### src/rtl/spi_master_ctrl_pkg.sv
// Shared types and constants for the SPI master controller and its CRC helper.
package spi_master_ctrl_pkg;

  localparam int unsigned FRAME_BITS = 32;
  localparam int unsigned DATA_BITS  = 24;
  localparam int unsigned CRC_BITS   = 8;

  localparam logic [CRC_BITS-1:0] CRC_INIT         = 8'hFF;
  localparam logic [CRC_BITS-1:0] CRC_POLY_DEFAULT = 8'h1D;

  typedef enum logic [2:0] {
    StIdle,
    StCrc,
    StShift,
    StHold,
    StGap
  } state_e;

  // One MSB-first CRC step: no reflection, feedback from crc msb xor incoming bit.
  function automatic logic [CRC_BITS-1:0] crc8_step(input logic [CRC_BITS-1:0] crc,
                                                    input logic                din,
                                                    input logic [CRC_BITS-1:0] poly);
    logic [CRC_BITS-1:0] shifted;
    shifted = {crc[CRC_BITS-2:0], 1'b0};
    return (crc[CRC_BITS-1] ^ din) ? (shifted ^ poly) : shifted;
  endfunction

endpackage

### src/rtl/crc8_serial.sv
// Bit-serial CRC-8 accumulator; clear has priority over enable.
module crc8_serial
  import spi_master_ctrl_pkg::*;
#(
  parameter logic [CRC_BITS-1:0] POLY = CRC_POLY_DEFAULT
) (
  input  logic                clk,
  input  logic                rstn,
  input  logic                en,
  input  logic                clr,
  input  logic                din,
  output logic [CRC_BITS-1:0] crc
);

  logic [CRC_BITS-1:0] crc_q;

  // CRC register: reload seed on clear, fold one bit per enabled cycle.
  always_ff @(posedge clk or negedge rstn) begin
    if (!rstn) begin
      crc_q <= CRC_INIT;
    end else if (clr) begin
      crc_q <= CRC_INIT;
    end else if (en) begin
      crc_q <= crc8_step(crc_q, din, POLY);
    end
  end

  assign crc = crc_q;

endmodule

### src/rtl/spi_master_ctrl.sv
// SPI master: 24-bit payload + CRC-8 frame, mode-0 style timing, full-duplex receive
// with CRC verification of the returned payload.
module spi_master_ctrl
  import spi_master_ctrl_pkg::*;
#(
  parameter int unsigned         CLK_DIV  = 4,
  parameter logic [CRC_BITS-1:0] CRC_POLY = CRC_POLY_DEFAULT
) (
  input  logic                 clk,
  input  logic                 rstn,
  input  logic                 start,
  input  logic [DATA_BITS-1:0] tx_data,
  input  logic                 abort,
  output logic                 ready,
  output logic                 done,
  output logic [DATA_BITS-1:0] rx_data,
  output logic [CRC_BITS-1:0]  rx_crc,
  output logic                 crc_ok,
  output logic                 sck,
  output logic                 csn,
  output logic                 mosi,
  input  logic                 miso
);

  localparam logic [7:0] DIV_LAST = 8'(CLK_DIV - 1);

  state_e state_q, state_d;

  logic [7:0]            div_q, div_d;
  logic [5:0]            bit_q, bit_d;
  logic [DATA_BITS-1:0]  tx_q, tx_d;
  logic [FRAME_BITS-1:0] rx_sr_q, rx_sr_d;

  logic                  ready_q, ready_d;
  logic                  done_q, done_d;
  logic                  sck_q, sck_d;
  logic                  csn_q, csn_d;
  logic                  mosi_q, mosi_d;
  logic [DATA_BITS-1:0]  rx_data_q, rx_data_d;
  logic [CRC_BITS-1:0]   rx_crc_q, rx_crc_d;
  logic                  crc_ok_q, crc_ok_d;

  logic                  tx_crc_en, tx_crc_clr;
  logic                  rx_crc_en, rx_crc_clr;
  logic [CRC_BITS-1:0]   tx_crc, rx_crc_calc;
  logic [FRAME_BITS-1:0] frame;
  logic [4:0]            frame_idx;
  logic                  half_end;
  logic                  busy;

  // The CRC field is only read from pulse 24 onward, long after the CRC phase settled it.
  assign frame     = {tx_q, tx_crc};
  assign frame_idx = 5'(31 - int'(bit_q));
  assign half_end  = (div_q == DIV_LAST);
  assign busy      = (state_q == StCrc) || (state_q == StShift) || (state_q == StHold);

  crc8_serial #(
    .POLY (CRC_POLY)
  ) u_tx_crc (
    .clk  (clk),
    .rstn (rstn),
    .en   (tx_crc_en),
    .clr  (tx_crc_clr),
    .din  (frame[frame_idx]),
    .crc  (tx_crc)
  );

  crc8_serial #(
    .POLY (CRC_POLY)
  ) u_rx_crc (
    .clk  (clk),
    .rstn (rstn),
    .en   (rx_crc_en),
    .clr  (rx_crc_clr),
    .din  (miso),
    .crc  (rx_crc_calc)
  );

  // Next-state and registered-output logic for the frame sequencer.
  always_comb begin
    state_d    = state_q;
    div_d      = div_q;
    bit_d      = bit_q;
    tx_d       = tx_q;
    rx_sr_d    = rx_sr_q;
    done_d     = 1'b0;
    sck_d      = sck_q;
    csn_d      = csn_q;
    mosi_d     = mosi_q;
    rx_data_d  = rx_data_q;
    rx_crc_d   = rx_crc_q;
    crc_ok_d   = crc_ok_q;
    tx_crc_en  = 1'b0;
    tx_crc_clr = 1'b0;
    rx_crc_en  = 1'b0;
    rx_crc_clr = 1'b0;

    if (abort && busy) begin
      // Drop the frame immediately; still honour the minimum deselect time.
      state_d = StGap;
      div_d   = '0;
      bit_d   = '0;
      sck_d   = 1'b0;
      csn_d   = 1'b1;
      mosi_d  = 1'b0;
    end else begin
      unique case (state_q)
        StIdle: begin
          if (start) begin
            state_d    = StCrc;
            tx_d       = tx_data;
            bit_d      = '0;
            div_d      = '0;
            tx_crc_clr = 1'b1;
            rx_crc_clr = 1'b1;
          end
        end
        StCrc: begin
          // frame[31:8] is tx_q, so the same index walks the payload MSB first.
          tx_crc_en = 1'b1;
          if (bit_q == 6'd23) begin
            state_d = StShift;
            bit_d   = '0;
            div_d   = '0;
            csn_d   = 1'b0;
            sck_d   = 1'b0;
            mosi_d  = tx_q[DATA_BITS-1];
          end else begin
            bit_d = bit_q + 6'd1;
          end
        end
        StShift: begin
          if (half_end) begin
            div_d = '0;
            if (!sck_q) begin
              sck_d = 1'b1;
              // Bit 31 was already presented with csn; later bits move on each rise.
              if (bit_q != 6'd0) begin
                mosi_d = frame[frame_idx];
              end
            end else begin
              sck_d   = 1'b0;
              rx_sr_d = {rx_sr_q[FRAME_BITS-2:0], miso};
              if (bit_q < 6'd24) begin
                rx_crc_en = 1'b1;
              end
              if (bit_q == 6'd31) begin
                state_d = StHold;
                bit_d   = '0;
              end else begin
                bit_d = bit_q + 6'd1;
              end
            end
          end else begin
            div_d = div_q + 8'd1;
          end
        end
        StHold: begin
          if (half_end) begin
            state_d   = StGap;
            div_d     = '0;
            csn_d     = 1'b1;
            mosi_d    = 1'b0;
            done_d    = 1'b1;
            rx_data_d = rx_sr_q[FRAME_BITS-1:CRC_BITS];
            rx_crc_d  = rx_sr_q[CRC_BITS-1:0];
            crc_ok_d  = (rx_crc_calc == rx_sr_q[CRC_BITS-1:0]);
          end else begin
            div_d = div_q + 8'd1;
          end
        end
        StGap: begin
          if (half_end) begin
            state_d = StIdle;
            div_d   = '0;
          end else begin
            div_d = div_q + 8'd1;
          end
        end
        default: state_d = StIdle;
      endcase
    end

    ready_d = (state_d == StIdle);
  end

  // State and output registers.
  always_ff @(posedge clk or negedge rstn) begin
    if (!rstn) begin
      state_q   <= StIdle;
      div_q     <= '0;
      bit_q     <= '0;
      tx_q      <= '0;
      rx_sr_q   <= '0;
      ready_q   <= 1'b1;
      done_q    <= 1'b0;
      sck_q     <= 1'b0;
      csn_q     <= 1'b1;
      mosi_q    <= 1'b0;
      rx_data_q <= '0;
      rx_crc_q  <= '0;
      crc_ok_q  <= 1'b0;
    end else begin
      state_q   <= state_d;
      div_q     <= div_d;
      bit_q     <= bit_d;
      tx_q      <= tx_d;
      rx_sr_q   <= rx_sr_d;
      ready_q   <= ready_d;
      done_q    <= done_d;
      sck_q     <= sck_d;
      csn_q     <= csn_d;
      mosi_q    <= mosi_d;
      rx_data_q <= rx_data_d;
      rx_crc_q  <= rx_crc_d;
      crc_ok_q  <= crc_ok_d;
    end
  end

  assign ready   = ready_q;
  assign done    = done_q;
  assign sck     = sck_q;
  assign csn     = csn_q;
  assign mosi    = mosi_q;
  assign rx_data = rx_data_q;
  assign rx_crc  = rx_crc_q;
  assign crc_ok  = crc_ok_q;

endmodule

### config.mk
export PLATFORM = sky130hd
export DESIGN_NAME = spi_master_ctrl
export DESIGN_NICKNAME = d
export VERILOG_FILES = /design/src/rtl/spi_master_ctrl_pkg.sv /design/src/rtl/crc8_serial.sv /design/src/rtl/spi_master_ctrl.sv
export SDC_FILE = /design/constraint.sdc
export NUM_CORES = 1
export LEC_CHECK = 0
export BUFFER_PORTS_ARGS = -buffer_cell sky130_fd_sc_hd__buf_2
export CAP_MARGIN = 40
export CORE_MARGIN = 3
export CORE_UTILIZATION = 25
export DETAILED_ROUTE_END_ITERATION = 7
export PLACE_DENSITY = 0.42
export RECOVER_POWER = 50
export SYNTH_ARGS = -nofsm -noshare
export SYNTH_HDL_FRONTEND = slang
export SYNTH_SLANG_ARGS = --single-unit
### constraint.sdc
create_clock -name clk -period 6.85 [get_ports clk]
set_input_delay 0.3425 -clock clk [delete_from_list [all_inputs] [get_ports clk]]
set_output_delay 0.3425 -clock clk [all_outputs]
set_load 0.01 [all_outputs]
==> impl_results.html, run 1 <==
<table>
<tr><th>Metric</th><th>Value</th></tr>
<tr><th colspan="2">Outcome</th></tr>
<tr><td>Run status</td><td>finished, violations left</td></tr>
<tr><td>Failing checks</td><td>max-capacitance violations, max-slew violations</td></tr>
<tr><th colspan="2">Setup path</th></tr>
<tr><td>Worst r2r src</td><td>div_q[0]</td></tr>
<tr><td>Setup slack of the worst register-to-register path</td><td>4.05 ns</td></tr>
<tr><td>Crit path cell chain</td><td>dlygate4sd3_1, clkbuf_1, clkbuf_1, buf_16</td></tr>
<tr><td>Highest cell delay on the worst timing path</td><td>2.00 ns</td></tr>
<tr><td>Signal arrival time at the worst endpoint</td><td>4.20 ns</td></tr>
<tr><td>Critical path's top delay family</td><td>buffers and inverters</td></tr>
<tr><td>Instance count on the critical path</td><td>4</td></tr>
<tr><td>WP buf/inv</td><td>4</td></tr>
<tr><td>Top cell by count, worst path</td><td>clkbuf_1</td></tr>
<tr><td>Cell count of the worst reg-to-reg path</td><td>6</td></tr>
<tr><td>Startpoint kind of the worst setup timing path</td><td>input port</td></tr>
<tr><td>Max Fanout on Critical Path</td><td>58</td></tr>
<tr><td>Critical path endpoint category</td><td>asynchronous set/reset pin</td></tr>
<tr><td>Worst Setup SP</td><td>rstn</td></tr>
<tr><td>Worst Setup Path Type</td><td>in -&gt; async</td></tr>
<tr><td>CP max stage cell</td><td>clkbuf_1</td></tr>
<tr><td>Data required time of the critical path</td><td>7.37 ns</td></tr>
<tr><th colspan="2">STA</th></tr>
<tr><td>Portion of the clock cycle consumed by the worst path in the final layout</td><td>53.7%</td></tr>
<tr><td>Period minus WS final</td><td>3.68 ns</td></tr>
<tr><td>Tightest Pin Transition</td><td>2.85 ns</td></tr>
<tr><td>Number of failing setup endpoints in the final timing report</td><td>0</td></tr>
<tr><td>Max frequency</td><td>272 MHz</td></tr>
<tr><td>Headroom to the max-slew limit</td><td>-90.2%</td></tr>
<tr><td>Final count of pins violating max slew</td><td>53</td></tr>
<tr><td>Unrepaired setup endpoints after global routing</td><td>no</td></tr>
<tr><td>Hold Violations, Final</td><td>0</td></tr>
<tr><td>Worst clock skew</td><td>0.0103 ns</td></tr>
<tr><td>Fin Setup TNS</td><td>0 ns</td></tr>
<tr><th colspan="2">Floorplanning</th></tr>
<tr><td>Core Rows</td><td>55</td></tr>
<tr><td>I/O pin count</td><td>67</td></tr>
<tr><td>Die Y-Extent</td><td>158 µm</td></tr>
<tr><td>Horiz. Die Dim</td><td>158 µm</td></tr>
<tr><td>Starting utilization of the core area</td><td>25.5%</td></tr>
<tr><td>Core outline area</td><td>0.0227 mm²</td></tr>
<tr><td>Overall die area</td><td>0.0250 mm²</td></tr>
<tr><th colspan="2">Placed design</th></tr>
<tr><td>Hpwl dp</td><td>8.23 mm</td></tr>
<tr><td>IO buf count</td><td>66</td></tr>
<tr><td>Final weighted congestion in routability-driven placement</td><td>0.766</td></tr>
<tr><td>Post-Place Cell Area</td><td>0.00645 mm²</td></tr>
<tr><th colspan="2">Route</th></tr>
<tr><td>DRC viols</td><td>0</td></tr>
<tr><td>Via Count</td><td>3,615</td></tr>
<tr><td>Wirelength per Cell</td><td>15.1 µm</td></tr>
<tr><td>Residual antenna-violating net count after detailed routing</td><td>0</td></tr>
<tr><td>Post-detailed-route via-to-cell ratio</td><td>4.52</td></tr>
<tr><td>First-iteration detailed-routing DRC count</td><td>213</td></tr>
<tr><td>Total iterations of the first detailed-routing run</td><td>4</td></tr>
<tr><td>Total Routed Length</td><td>12.0 mm</td></tr>
<tr><th colspan="2">Global routing</th></tr>
<tr><td>GRT Resource Usage Total</td><td>10.2%</td></tr>
<tr><td>Via count of the first global-routing pass</td><td>3,764</td></tr>
<tr><td>Pin count of the biggest net entering global routing</td><td>59</td></tr>
<tr><td>Total congestion overflow</td><td>0</td></tr>
<tr><td>Wire length of the first global-routing pass</td><td>20.1 mm</td></tr>
<tr><td>Antenna violations before repair</td><td>0</td></tr>
<tr><th colspan="2">Power and ir drop</th></tr>
<tr><td>Total chip power</td><td>0.00231 W</td></tr>
<tr><td>Static Leak</td><td>3.26 nW</td></tr>
<tr><td>Power density relative to cell area</td><td>330 mW/mm²</td></tr>
<tr><td>Worst vdd ir</td><td>153 µV</td></tr>
<tr><th colspan="2">Synth</th></tr>
<tr><td>Unique masters post-synth</td><td>60</td></tr>
<tr><td>Post-synth EDFFs</td><td>0</td></tr>
<tr><td>Number of synthesized register bits</td><td>127</td></tr>
<tr><td>Fraction of registers with async set or reset after synthesis</td><td>100%</td></tr>
<tr><td>Dominant synthesized flop cell</td><td>dfrtp_1</td></tr>
<tr><td>Synth Instances</td><td>431</td></tr>
<tr><td>Warning count from the yosys run</td><td>0</td></tr>
<tr><td>Synthesized Nets</td><td>463</td></tr>
<tr><td>Mapped Area</td><td>0.00579 mm²</td></tr>
<tr><td>Fraction of the yosys area taken by sequential cells</td><td>55.3%</td></tr>
<tr><td>Syn avg cell area</td><td>13.4 µm²</td></tr>
<tr><th colspan="2">Cells and area</th></tr>
<tr><td>Storage cell area</td><td>0.00320 mm²</td></tr>
<tr><td>Total non-filler cell area in the finished layout</td><td>0.00702 mm²</td></tr>
<tr><td>Area growth from synthesis to layout</td><td>21.3%</td></tr>
<tr><td>Total area of multi-input combinational cells</td><td>0.00245 mm²</td></tr>
<tr><td>Layout cells sized above 1</td><td>19.5%</td></tr>
<tr><td>Count of antenna diodes in the layout</td><td>0</td></tr>
<tr><td>Nets</td><td>533</td></tr>
<tr><td>Fill count</td><td>2,293</td></tr>
<tr><th colspan="2">CTS</th></tr>
<tr><td>Number of gates resized after CTS</td><td>0</td></tr>
<tr><td>Number of buffers inserted during clock tree synthesis</td><td>17</td></tr>
<tr><td>Max Root-Sink Buffers</td><td>2</td></tr>
<tr><td>Number of clock sinks</td><td>127</td></tr>
<tr><td>Clock transition at the registers of the reported paths</td><td>0.06 ns</td></tr>
<tr><td>Number of H-tree levels</td><td>4</td></tr>
<tr><td>Clock Latency Late Sink</td><td>0.41 ns</td></tr>
<tr><td>Buffer cell driving the clock tree root</td><td>clkbuf_16</td></tr>
<tr><td>TritonCTS clock tree</td><td>built</td></tr>
<tr><th colspan="2">Hold path</th></tr>
<tr><td>Min-delay worst type</td><td>in -&gt; reg</td></tr>
<tr><td>Cells on Worst Hold Path</td><td>2</td></tr>
<tr><td>Beginning of the worst hold path</td><td>tx_data[11]</td></tr>
<tr><th colspan="2">Job</th></tr>
<tr><td>Reported max-cap violation count</td><td>1</td></tr>
</table>
-- cells in the mapped netlist (all sizes together), types with 7 or more instances --
cell	count	area share, %
nor3	8	0.69
mux2i	7	1.2
a22o	9	1.4
mux2	90	18
buf	9	1.1
dfstp	18	8.2
inv	8	0.52
nand3	8	0.69
clkbuf	13	0.91
nor2	17	1.1
o31ai	7	0.91
nand2	23	1.5
o21ai	14	1.2
dfrtp	109	47
mux4	10	4.3
xnor2	10	1.5
-- logic make-up (layout without fill, tap and decap cells) --
kind of cell / count (synthesis) / count (layout) / share of synthesized area (%)
XOR/XNOR: 17 / 17 / 3.29
AO/OA/AOI/OAI: 60 / 60 / 7.37
adder cells (fa/ha/maj): 3 / 3 / 0.649
flip-flops: 127 / 127 / 55.3
multiplexers: 107 / 107 / 23.1
AND/OR/NAND/NOR: 87 / 87 / 7.76
buffers and inverters: 30 / 113 / 2.49
-- per-layer routing --
| layer | vias up | share of wire, % | global-route usage, % |
|---|---|---|---|
| li1 | 1729 | - | - |
| met1 | 1821 | 48 | 13.6 |
| met2 | 53 | 48 | 16.0 |
| met3 | 12 | 3.1 | 2.82 |
| met4 | 0 | 1.2 | 3.52 |
| met5 | - | 0 | 0 |
-- power breakdown --
group	switching (W)	internal, W
logic	0.000201	0.000225
registers	0.0000924	0.000870
clock network	0.000366	0.000560
-- final timing paths --
path | end
worst max-delay path | u_tx_crc.crc[6]
worst min-delay path | tx_q[11]
worst max register to register | rx_data[6]
worst min register to register | tx_q[22]
max in group clk | rx_data[6]
min in group asynchronous | rx_data[11]
-- state kept, by name, summed over array words and instances, names as in the netlist, 3 cells and up --
signal	flops
bit_q	6
div_q	8
rx_crc	8
rx_data	24
rx_sr_q	32
state_q	3
tx_q	24
u_rx_crc.crc	8
u_tx_crc.crc	8
-- worst reg2reg max path: stages, from the launching register on --
cell     delay, ns
dfrtp_1       0.41
ha_1          0.24
or3b_2        0.47
nor2_1        0.34
nand3_2       0.51
buf_16        0.37
mux2_1        0.33
-- layout by cell type (no fill, tap or decap), types with 8 or more instances in the layout --
| cell type | instances |
|---|---|
| nor2_1 | 17 |
| nor3_1 | 8 |
| xnor2_1 | 10 |
| clkbuf_1 | 40 |
| nand2_1 | 23 |
| o21ai_1 | 9 |
| clkbuf_16 | 17 |
| dfstp_2 | 18 |
| mux2_1 | 83 |
| dfrtp_1 | 109 |
| a22o_1 | 9 |
| buf_2 | 27 |
-- layout make-up --
type / count / share of cell area, %
Sequential cell: 127 / 45.6
Multi-Input combinational cell: 274 / 34.9
Clock buffer: 18 / 6.26
Timing Repair Buffer: 73 / 5.31
Tap cell: 285 / 5.08
Clock inverter: 14 / 2.46
Inverter: 8 / 0.428
-- timing repair --
item | CTS | global route
setup buffers | 0 | 0
hold endpoints to repair | 20 | 0
hold buffers | 1 | 0
-- through the flow --
stage	instances	setup WS, ns	hold WS [ns]	util (%)
detailed placement	766	4.05	0.425	28.4
global route	799	2.38	0.130	30.9
floorplan	431	4.51	0.0469	-
finish	799	3.17	0.138	30.9
CTS	799	4.05	0.120	31.2
global placement	764	3.81	0.425	28.2
No activity file was read; power rests on OpenSTA's default activity.
==> run 2: changes to the inputs <==
Settings changed: ABC_AREA set to 1, PLACE_DENSITY 0.42 to 0.43.
Clock period 6.85 ns to 3.08 ns, I/O delays scaled along.
==> impl_results.html, run 2 <==
<table>
<tr><th>Metric</th><th>Value</th></tr>
<tr><th colspan="2">Outcome</th></tr>
<tr><td>Run status</td><td>finished, violations left (unchanged)</td></tr>
<tr><td>Failing checks</td><td>max-capacitance violations, max-slew violations (unchanged)</td></tr>
<tr><th colspan="2">Setup path</th></tr>
<tr><td>Worst Setup Path Type</td><td>reg -&gt; reg (was in -&gt; async)</td></tr>
<tr><td>Signal arrival time at the worst endpoint</td><td>2.61 ns (was 4.20 ns)</td></tr>
<tr><td>Max Fanout on Critical Path</td><td>49 (was 58)</td></tr>
<tr><td>Data required time of the critical path</td><td>3.38 ns (was 7.37 ns)</td></tr>
<tr><td>Critical path endpoint category</td><td>flop (was asynchronous set/reset pin)</td></tr>
<tr><td>Startpoint kind of the worst setup timing path</td><td>flop (was input port)</td></tr>
<tr><th colspan="2">Synth</th></tr>
<tr><td>Mapped Area</td><td>0.00596 mm² (was 0.00579 mm²)</td></tr>
<tr><td>Number of synthesized register bits</td><td>127 (unchanged)</td></tr>
<tr><td>Warning count from the yosys run</td><td>0 (unchanged)</td></tr>
<tr><td>Most area-consuming cells after synthesis</td><td>dfrtp_1 (46%), nand2_1 (15%), dfstp_2 (7.9%) (was dfrtp_1 (47%), mux2_1 (16%), dfstp_2 (8.2%))</td></tr>
<tr><td>Fraction of the yosys area taken by sequential cells</td><td>53.7% (was 55.3%)</td></tr>
<tr><td>Synthesized Nets</td><td>752 (was 463)</td></tr>
<tr><td>Post-synth EDFFs</td><td>0 (unchanged)</td></tr>
<tr><td>Area share of the leading cell type in the synthesized netlist</td><td>45.7% (was 47.1%)</td></tr>
<tr><td>Unique masters post-synth</td><td>40 (was 60)</td></tr>
<tr><td>Synth Instances</td><td>720 (was 431)</td></tr>
<tr><td>Top cells by instance count after synthesis</td><td>nand2_1 (238), dfrtp_1 (109), o21ai_0 (81) (was dfrtp_1 (109), mux2_1 (83), nand2_1 (23))</td></tr>
<tr><td>Syn avg cell area</td><td>8.28 µm² (was 13.4 µm²)</td></tr>
<tr><td>Dominant synthesized flop cell</td><td>dfrtp_1 (unchanged)</td></tr>
<tr><td>Fraction of registers with async set or reset after synthesis</td><td>100% (unchanged)</td></tr>
<tr><td>Cell accounting for the most synthesized area</td><td>dfrtp_1 (unchanged)</td></tr>
<tr><td>Library cell with the highest instance count after synthesis</td><td>nand2_1 (was dfrtp_1)</td></tr>
<tr><th colspan="2">Floorplanning</th></tr>
<tr><td>Core Rows</td><td>55 (unchanged)</td></tr>
<tr><td>Horiz. Die Dim</td><td>160 µm (was 158 µm)</td></tr>
<tr><td>Die Y-Extent</td><td>160 µm (was 158 µm)</td></tr>
<tr><td>Overall die area</td><td>0.0257 mm² (was 0.0250 mm²)</td></tr>
<tr><td>Starting utilization of the core area</td><td>25.9% (was 25.5%)</td></tr>
<tr><td>I/O pin count</td><td>67 (unchanged)</td></tr>
<tr><td>Core outline area</td><td>0.0231 mm² (was 0.0227 mm²)</td></tr>
<tr><th colspan="2">CTS</th></tr>
<tr><td>Number of hold buffers added after cts</td><td>25 (was 1)</td></tr>
<tr><td>Setup Fix Bufs, Post-CTS</td><td>0 (unchanged)</td></tr>
<tr><td>Number of gates resized after CTS</td><td>0 (unchanged)</td></tr>
<tr><td>Max Root-Sink Buffers</td><td>2 (unchanged)</td></tr>
<tr><td>Number of clock sinks</td><td>127 (unchanged)</td></tr>
<tr><td>TritonCTS clock tree</td><td>built (unchanged)</td></tr>
<tr><td>Number of H-tree levels</td><td>4 (unchanged)</td></tr>
<tr><td>Clock Latency Late Sink</td><td>0.43 ns (was 0.41 ns)</td></tr>
<tr><td>Clock transition at the registers of the reported paths</td><td>0.06 ns (about the same)</td></tr>
<tr><td>Number of buffers inserted during clock tree synthesis</td><td>17 (unchanged)</td></tr>
<tr><td>Buffer cell driving the clock tree root</td><td>clkbuf_16 (unchanged)</td></tr>
<tr><th colspan="2">Cells and area</th></tr>
<tr><td>Count of antenna diodes in the layout</td><td>0 (unchanged)</td></tr>
<tr><td>Nets</td><td>846 (was 533)</td></tr>
<tr><td>Max FFs per register</td><td>32 (unchanged)</td></tr>
<tr><td>Final core utilization</td><td>32.1% (was 30.9%)</td></tr>
<tr><td>Layout cells sized above 1</td><td>17.0% (was 19.5%)</td></tr>
<tr><td>Commonest non-fill, non-tap cells in the layout</td><td>nand2_1 (237), dfrtp_1 (109), o21ai_0 (81) (was dfrtp_1 (109), mux2_1 (83), clkbuf_1 (40))</td></tr>
<tr><td>Area growth from synthesis to layout</td><td>24.1% (was 21.3%)</td></tr>
<tr><td>Fill count</td><td>2,491 (was 2,293)</td></tr>
<tr><td>Commonest non-fill, non-tap cell in the layout</td><td>nand2_1 (was dfrtp_1)</td></tr>
<tr><td>Most flops, register</td><td>rx_sr_q (unchanged)</td></tr>
<tr><th colspan="2">STA</th></tr>
<tr><td>Unrepaired setup endpoints after global routing</td><td>no (unchanged)</td></tr>
<tr><td>Worst clock skew</td><td>0.0175 ns (was 0.0103 ns)</td></tr>
<tr><td>Headroom to the max-slew limit</td><td>-30.6% (was -90.2%)</td></tr>
<tr><td>Hold Violations, Final</td><td>0 (unchanged)</td></tr>
<tr><td>Portion of the clock cycle consumed by the worst path in the final layout</td><td>75.0%</td></tr>
<tr><td>Period minus WS final</td><td>2.31 ns</td></tr>
<tr><td>Fin Setup TNS</td><td>0 ns (unchanged)</td></tr>
<tr><td>WHS</td><td>0.0327 ns (was 0.138 ns)</td></tr>
<tr><td>Final count of pins violating max slew</td><td>76 (was 53)</td></tr>
<tr><td>Number of failing setup endpoints in the final timing report</td><td>0 (unchanged)</td></tr>
<tr><td>Max frequency</td><td>433 MHz</td></tr>
<tr><td>Tightest Pin Transition</td><td>1.96 ns (was 2.85 ns)</td></tr>
<tr><th colspan="2">Global routing</th></tr>
<tr><td>Wire length of the first global-routing pass</td><td>24.8 mm (was 20.1 mm)</td></tr>
<tr><td>Total congestion overflow</td><td>0 (unchanged)</td></tr>
<tr><td>GRT Resource Usage Total</td><td>11.9% (was 10.2%)</td></tr>
<tr><td>Via count of the first global-routing pass</td><td>4,963 (was 3,764)</td></tr>
<tr><td>Pin count of the biggest net entering global routing</td><td>77 (was 59)</td></tr>
<tr><td>Antenna violations before repair</td><td>1 (was 0)</td></tr>
<tr><th colspan="2">Route</th></tr>
<tr><td>Total iterations of the first detailed-routing run</td><td>5 (was 4)</td></tr>
<tr><td>Residual antenna-violating net count after detailed routing</td><td>0 (unchanged)</td></tr>
<tr><td>Wirelength per Cell</td><td>12.5 µm (was 15.1 µm)</td></tr>
<tr><td>DRC viols</td><td>0 (unchanged)</td></tr>
<tr><td>Met1 wire length</td><td>7.29 mm (was 5.78 mm)</td></tr>
<tr><td>Amount of wire on met3 after detailed routing</td><td>488 µm (was 373 µm)</td></tr>
<tr><td>First-iteration detailed-routing DRC count</td><td>226 (was 213)</td></tr>
<tr><td>Met2 Routed Length</td><td>6.29 mm (was 5.74 mm)</td></tr>
<tr><td>Post-detailed-route via-to-cell ratio</td><td>4.20 (was 4.52)</td></tr>
<tr><td>Total Routed Length</td><td>14.2 mm (was 12.0 mm)</td></tr>
<tr><td>Via Count</td><td>4,789 (was 3,615)</td></tr>
<tr><td>Highest metal layer used by the detailed router</td><td>met5 (was met4)</td></tr>
<tr><th colspan="2">Power and ir drop</th></tr>
<tr><td>Cell internal power dissipation</td><td>0.00374 W (was 0.00165 W)</td></tr>
<tr><td>Clock share of power</td><td>35.0% (was 40.0%)</td></tr>
<tr><td>Static Leak</td><td>3.40 nW (was 3.26 nW)</td></tr>
<tr><td>Total chip power</td><td>0.00581 W (was 0.00231 W)</td></tr>
<tr><td>Sw frac</td><td>35.6% (was 28.5%)</td></tr>
<tr><td>Share of total power in sequential cells</td><td>39.6% (was 41.6%)</td></tr>
<tr><td>Power density relative to cell area</td><td>785 mW/mm² (was 330 mW/mm²)</td></tr>
<tr><td>Worst vdd ir</td><td>351 µV (was 153 µV)</td></tr>
<tr><td>Portion of total power attributed to combinational logic</td><td>25.4% (was 18.4%)</td></tr>
<tr><td>Sw power</td><td>0.00207 W (was 0.000660 W)</td></tr>
<tr><th colspan="2">Hold path</th></tr>
<tr><td>Min-delay worst type</td><td>in -&gt; reg (unchanged)</td></tr>
<tr><th colspan="2">Job</th></tr>
<tr><td>Reported max-cap violation count</td><td>1 (unchanged)</td></tr>
<tr><th colspan="2">Placed design</th></tr>
<tr><td>Final weighted congestion in routability-driven placement</td><td>0.785 (was 0.766)</td></tr>
<tr><td>IO buf count</td><td>66 (unchanged)</td></tr>
<tr><td>Hpwl dp</td><td>9.52 mm (was 8.23 mm)</td></tr>
</table>
run 2: per-layer routing:
layer  GRT usage (%)  vias to the layer above
li1                -                     2475
met1            16.4                     2239
met2            17.9                       59
met3            3.46                       14
met4            3.79                        2
met5               0                        -
run 2: stage by stage:
stage | std cells | setup slack (ns) | instance area, µm²
after floorplan | 720 | 1.42 | 5960
after global placement | 1083 | 0.782 | 6610
after CTS | 1140 | 0.718 | 7450
after detailed placement | 1083 | 0.718 | 6610
after global routing | 1140 | 0.435 | 7400
final | 1140 | 0.769 | 7400
run 2: path summary, 6_finish.rpt:
kind                               start    endpoint  slack [ns]  depth (start not counted)
max in group asynchronous           rstn       ready        0.92                          3
worst min register to register  tx_q[10]    tx_q[10]        0.47                          2
worst max register to register  div_q[0]  rx_data[3]        0.77                          9
worst max-delay path            div_q[0]  rx_data[3]        0.77                          9
worst min-delay path                miso  rx_sr_q[0]        0.03                          3
min in group asynchronous           rstn  rx_data[0]        0.81                          2
run 2: cell families (layout without fill, tap and decap cells):
logic type                 Yosys count  in the layout  synth area share [%]
AOI/OAI and AO/OA                  120            120                  10.7
buffers and inverters              113            220                  8.20
and+or+nand+nor                    353            353                  26.2
DFF                                127            127                  53.7
xor gates and xnor gates             4              4                 0.588
adders and majority gates            3              3                 0.630
run 2: layout make-up:
type	instances	area, µm²	share of cell area (%)
clock buffers	17	425	5.75
inverters	90	343	4.63
well taps	313	392	5.29
clock inverters	15	166	2.25
multi-input cells	480	2280	30.7
repair buffers	98	599	8.10
flip-flops and latches	127	3200	43.2
run 2: worst max-delay path: stages (launching register included):
cell	delay, ns
dfrtp_1	0.39
ha_1	0.22
nand3_1	0.13
nor2_4	0.18
inv_2	0.08
nor2_1	0.15
nand2_2	0.49
buf_4	0.41
nand2_1	0.06
o21ai_0	0.07
run 2: power by group through the flow:
stage | registers (W) | clock network [W] | logic (W)
CTS | 0.00230 | 0.00210 | 0.00151
finish | 0.00230 | 0.00204 | 0.00148
global placement | 0.00233 | 0 | 0.00148
global route | 0.00234 | 0.00217 | 0.00173
floorplan | 0.00226 | 0 | 0.00116
detailed placement | 0.00232 | 0 | 0.00148
==> run 3: changes to the inputs <==
Clock period 3.08 ns to 2.1 ns, I/O delays scaled along.
==> impl_results.html, run 3 (same netlist as run 2, synthesis figures left out) <==
<table>
<tr><th>Metric</th><th>Value</th></tr>
<tr><th colspan="2">STA</th></tr>
<tr><td>Portion of the clock cycle consumed by the worst path in the final layout</td><td>90.1% (was 75.0%)</td></tr>
<tr><td>Fin Setup TNS</td><td>0 ns (unchanged)</td></tr>
<tr><td>Final count of pins violating max slew</td><td>58 (was 76)</td></tr>
<tr><td>Tightest Pin Transition</td><td>1.55 ns (was 1.96 ns)</td></tr>
<tr><td>Period minus WS final</td><td>1.89 ns (was 2.31 ns)</td></tr>
<tr><td>Hold Violations, Final</td><td>0 (unchanged)</td></tr>
<tr><td>Unrepaired setup endpoints after global routing</td><td>no (unchanged)</td></tr>
<tr><td>Headroom to the max-slew limit</td><td>-3.27% (was -30.6%)</td></tr>
<tr><td>WHS</td><td>0.0711 ns (was 0.0327 ns)</td></tr>
<tr><td>Number of failing setup endpoints in the final timing report</td><td>0 (unchanged)</td></tr>
<tr><td>Worst clock skew</td><td>0.0155 ns (was 0.0175 ns)</td></tr>
<tr><td>Max frequency</td><td>529 MHz (was 433 MHz)</td></tr>
<tr><th colspan="2">Route</th></tr>
<tr><td>Via Count</td><td>4,802 (was 4,789)</td></tr>
<tr><td>DRC viols</td><td>0 (unchanged)</td></tr>
<tr><td>Wirelength per Cell</td><td>12.6 µm (was 12.5 µm)</td></tr>
<tr><td>Total Routed Length</td><td>14.5 mm (was 14.2 mm)</td></tr>
<tr><td>Total iterations of the first detailed-routing run</td><td>4 (was 5)</td></tr>
<tr><td>Post-detailed-route via-to-cell ratio</td><td>4.20 (about the same)</td></tr>
<tr><td>First-iteration detailed-routing DRC count</td><td>244 (was 226)</td></tr>
<tr><td>Residual antenna-violating net count after detailed routing</td><td>0 (unchanged)</td></tr>
<tr><th colspan="2">Global routing</th></tr>
<tr><td>Antenna violations before repair</td><td>0 (was 1)</td></tr>
<tr><td>Pin count of the biggest net entering global routing</td><td>66 (was 77)</td></tr>
<tr><td>Via count of the first global-routing pass</td><td>4,880 (was 4,963)</td></tr>
<tr><td>GRT Resource Usage Total</td><td>11.9% (about the same)</td></tr>
<tr><td>Wire length of the first global-routing pass</td><td>24.8 mm (about the same)</td></tr>
<tr><td>Total congestion overflow</td><td>0 (unchanged)</td></tr>
<tr><th colspan="2">Cells and area</th></tr>
<tr><td>Commonest non-fill, non-tap cells in the layout</td><td>nand2_1 (237), dfrtp_1 (109), o21ai_0 (81) (unchanged)</td></tr>
<tr><td>Count of antenna diodes in the layout</td><td>0 (unchanged)</td></tr>
<tr><td>Nets</td><td>850 (was 846)</td></tr>
<tr><td>Most flops, register</td><td>rx_sr_q (unchanged)</td></tr>
<tr><td>Fill count</td><td>2,469 (was 2,491)</td></tr>
<tr><td>Area growth from synthesis to layout</td><td>25.3% (was 24.1%)</td></tr>
<tr><td>Layout cells sized above 1</td><td>19.3% (was 17.0%)</td></tr>
<tr><td>Max FFs per register</td><td>32 (unchanged)</td></tr>
<tr><td>Final core utilization</td><td>32.4% (was 32.1%)</td></tr>
<tr><td>Final instance count without filler cells</td><td>1,144 (was 1,140)</td></tr>
<tr><td>Commonest non-fill, non-tap cell in the layout</td><td>nand2_1 (unchanged)</td></tr>
<tr><th colspan="2">Outcome</th></tr>
<tr><td>Run status</td><td>finished, violations left (unchanged)</td></tr>
<tr><td>Failing checks</td><td>max-capacitance violations, max-slew violations (unchanged)</td></tr>
<tr><th colspan="2">Setup path</th></tr>
<tr><td>CP max stage cell</td><td>dfrtp_1 (was nand2_2)</td></tr>
<tr><td>Crit path cell chain</td><td>ha_1, nand4_1, a22oi_1, nand2_2, inv_2, o21ai_0, o21a_1 (was ha_1, nand3_1, nor2_4, inv_2, nor2_1, nand2_2, buf_4, nand2_1, o21ai_0)</td></tr>
<tr><td>Highest cell delay on the worst timing path</td><td>0.57 ns (was 0.49 ns)</td></tr>
<tr><td>Signal arrival time at the worst endpoint</td><td>2.19 ns (was 2.61 ns)</td></tr>
<tr><td>Startpoint kind of the worst setup timing path</td><td>flop (unchanged)</td></tr>
<tr><td>Worst Setup Path Type</td><td>reg -&gt; reg (unchanged)</td></tr>
<tr><td>Critical path endpoint category</td><td>flop (unchanged)</td></tr>
<tr><td>Data required time of the critical path</td><td>2.40 ns (was 3.38 ns)</td></tr>
<tr><td>Max Fanout on Critical Path</td><td>9 (was 49)</td></tr>
<tr><th colspan="2">Power and ir drop</th></tr>
<tr><td>Worst vdd ir</td><td>452 µV (was 351 µV)</td></tr>
<tr><td>Clock share of power</td><td>34.4% (was 35.0%)</td></tr>
<tr><td>Sw power</td><td>0.00309 W (was 0.00207 W)</td></tr>
<tr><td>Portion of total power attributed to combinational logic</td><td>25.9% (was 25.4%)</td></tr>
<tr><td>Power density relative to cell area</td><td>1140 mW/mm² (was 785 mW/mm²)</td></tr>
<tr><td>Cell internal power dissipation</td><td>0.00542 W (was 0.00374 W)</td></tr>
<tr><td>Share of total power in sequential cells</td><td>39.7% (was 39.6%)</td></tr>
<tr><td>Static Leak</td><td>3.50 nW (was 3.40 nW)</td></tr>
<tr><td>Sw frac</td><td>36.3% (was 35.6%)</td></tr>
<tr><th colspan="2">CTS</th></tr>
<tr><td>Buffer cell driving the clock tree root</td><td>clkbuf_16 (unchanged)</td></tr>
<tr><td>TritonCTS clock tree</td><td>built (unchanged)</td></tr>
<tr><td>Max Root-Sink Buffers</td><td>2 (unchanged)</td></tr>
<tr><td>Number of gates resized after CTS</td><td>0 (unchanged)</td></tr>
<tr><td>Number of hold buffers added after cts</td><td>26 (was 25)</td></tr>
<tr><td>Number of buffers inserted during clock tree synthesis</td><td>17 (unchanged)</td></tr>
<tr><td>Number of clock sinks</td><td>127 (unchanged)</td></tr>
<tr><td>Setup Fix Bufs, Post-CTS</td><td>0 (unchanged)</td></tr>
<tr><td>Number of H-tree levels</td><td>4 (unchanged)</td></tr>
<tr><td>Clock transition at the registers of the reported paths</td><td>0.06 ns (about the same)</td></tr>
<tr><td>Clock Latency Late Sink</td><td>0.42 ns (was 0.43 ns)</td></tr>
<tr><th colspan="2">Floorplanning</th></tr>
<tr><td>Core outline area</td><td>0.0231 mm² (unchanged)</td></tr>
<tr><td>Horiz. Die Dim</td><td>160 µm (unchanged)</td></tr>
<tr><td>I/O pin count</td><td>67 (unchanged)</td></tr>
<tr><td>Die Y-Extent</td><td>160 µm (unchanged)</td></tr>
<tr><td>Overall die area</td><td>0.0257 mm² (unchanged)</td></tr>
<tr><td>Starting utilization of the core area</td><td>25.9% (unchanged)</td></tr>
<tr><td>Core Rows</td><td>55 (unchanged)</td></tr>
<tr><th colspan="2">Placed design</th></tr>
<tr><td>Hpwl dp</td><td>9.59 mm (was 9.52 mm)</td></tr>
<tr><td>Placed Cells</td><td>1,086 (was 1,083)</td></tr>
<tr><td>IO buf count</td><td>66 (unchanged)</td></tr>
<tr><td>Final weighted congestion in routability-driven placement</td><td>0.794 (was 0.785)</td></tr>
<tr><th colspan="2">Hold path</th></tr>
<tr><td>Min-delay worst type</td><td>in -&gt; reg (unchanged)</td></tr>
<tr><th colspan="2">Job</th></tr>
<tr><td>Reported max-cap violation count</td><td>1 (unchanged)</td></tr>
</table>
## run 3: cell count changes in the layout (fill, tap and decap cells not counted), moves of 2 or more
cell,change
buf_2,+16
buf_4,+2
clkbuf_1,-16
clkinv_8,+2
## run 3: per-layer routing
metal | part of all wire, % | vias up | track usage, %
li1 | - | 2481 | -
met1 | 50 | 2246 | 16.0
met2 | 45 | 66 | 18.7
met3 | 3.5 | 9 | 2.86
met4 | 1.1 | 0 | 3.91
met5 | 0 | - | 0
## run 3: worst paths after layout
check | startpoint | to | slack (ns) | cells after the start
setup / recovery | bit_q[0] | div_q[3] | 0.21 | 7
hold / removal | abort | u_tx_crc.crc[3] | 0.07 | 4
setup reg to reg | bit_q[0] | div_q[3] | 0.21 | 7
hold reg to reg | tx_q[16] | tx_q[16] | 0.47 | 2
max in group asynchronous | rstn | ready | 0.40 | 3
min in group asynchronous | rstn | rx_sr_q[10] | 0.62 | 2
## run 3: layout make-up
class	instances	area, µm²	share of cell area, %
sequential	127	3200	42.8
multi-input combinational	480	2280	30.5
timing repair buffer	102	671	8.98
clock buffer	17	425	5.69
tap	313	392	5.24
inverter	90	343	4.59
clock inverter	15	165	2.21
## run 3: power by group through the flow
stage                     clock (W)  combinational, W  sequential [W]
after floorplan                   0           0.00170         0.00331
after global placement            0           0.00220         0.00344
after detailed placement          0           0.00221         0.00341
after CTS                   0.00304           0.00225         0.00338
after global routing        0.00314           0.00256         0.00344
final                       0.00293           0.00220         0.00338
## run 3: worst max-delay path, delay by kind of cell, from the launching register on
kind,cells,cell delay (ns)
adder cells (fa/ha/maj),1,0.26
flip-flops,1,0.57
buffers and inverters,1,0.13
AND/OR/NAND/NOR,2,0.38
AO/OA/AOI/OAI,3,0.45
## run 3: per-stage QoR
step / area (µm²) / total power (W) / setup WS (ns)
6_report: 7470 / 0.00851 / 0.208
5_1_grt: 7470 / 0.00914 / 0.0121
4_1_cts: 7510 / 0.00867 / 0.156
3_5_place_dp: 6660 / 0.00562 / 0.170
3_3_place_gp: 6660 / 0.00563 / 0.243
2_1_floorplan: 5960 / 0.00502 / 0.437
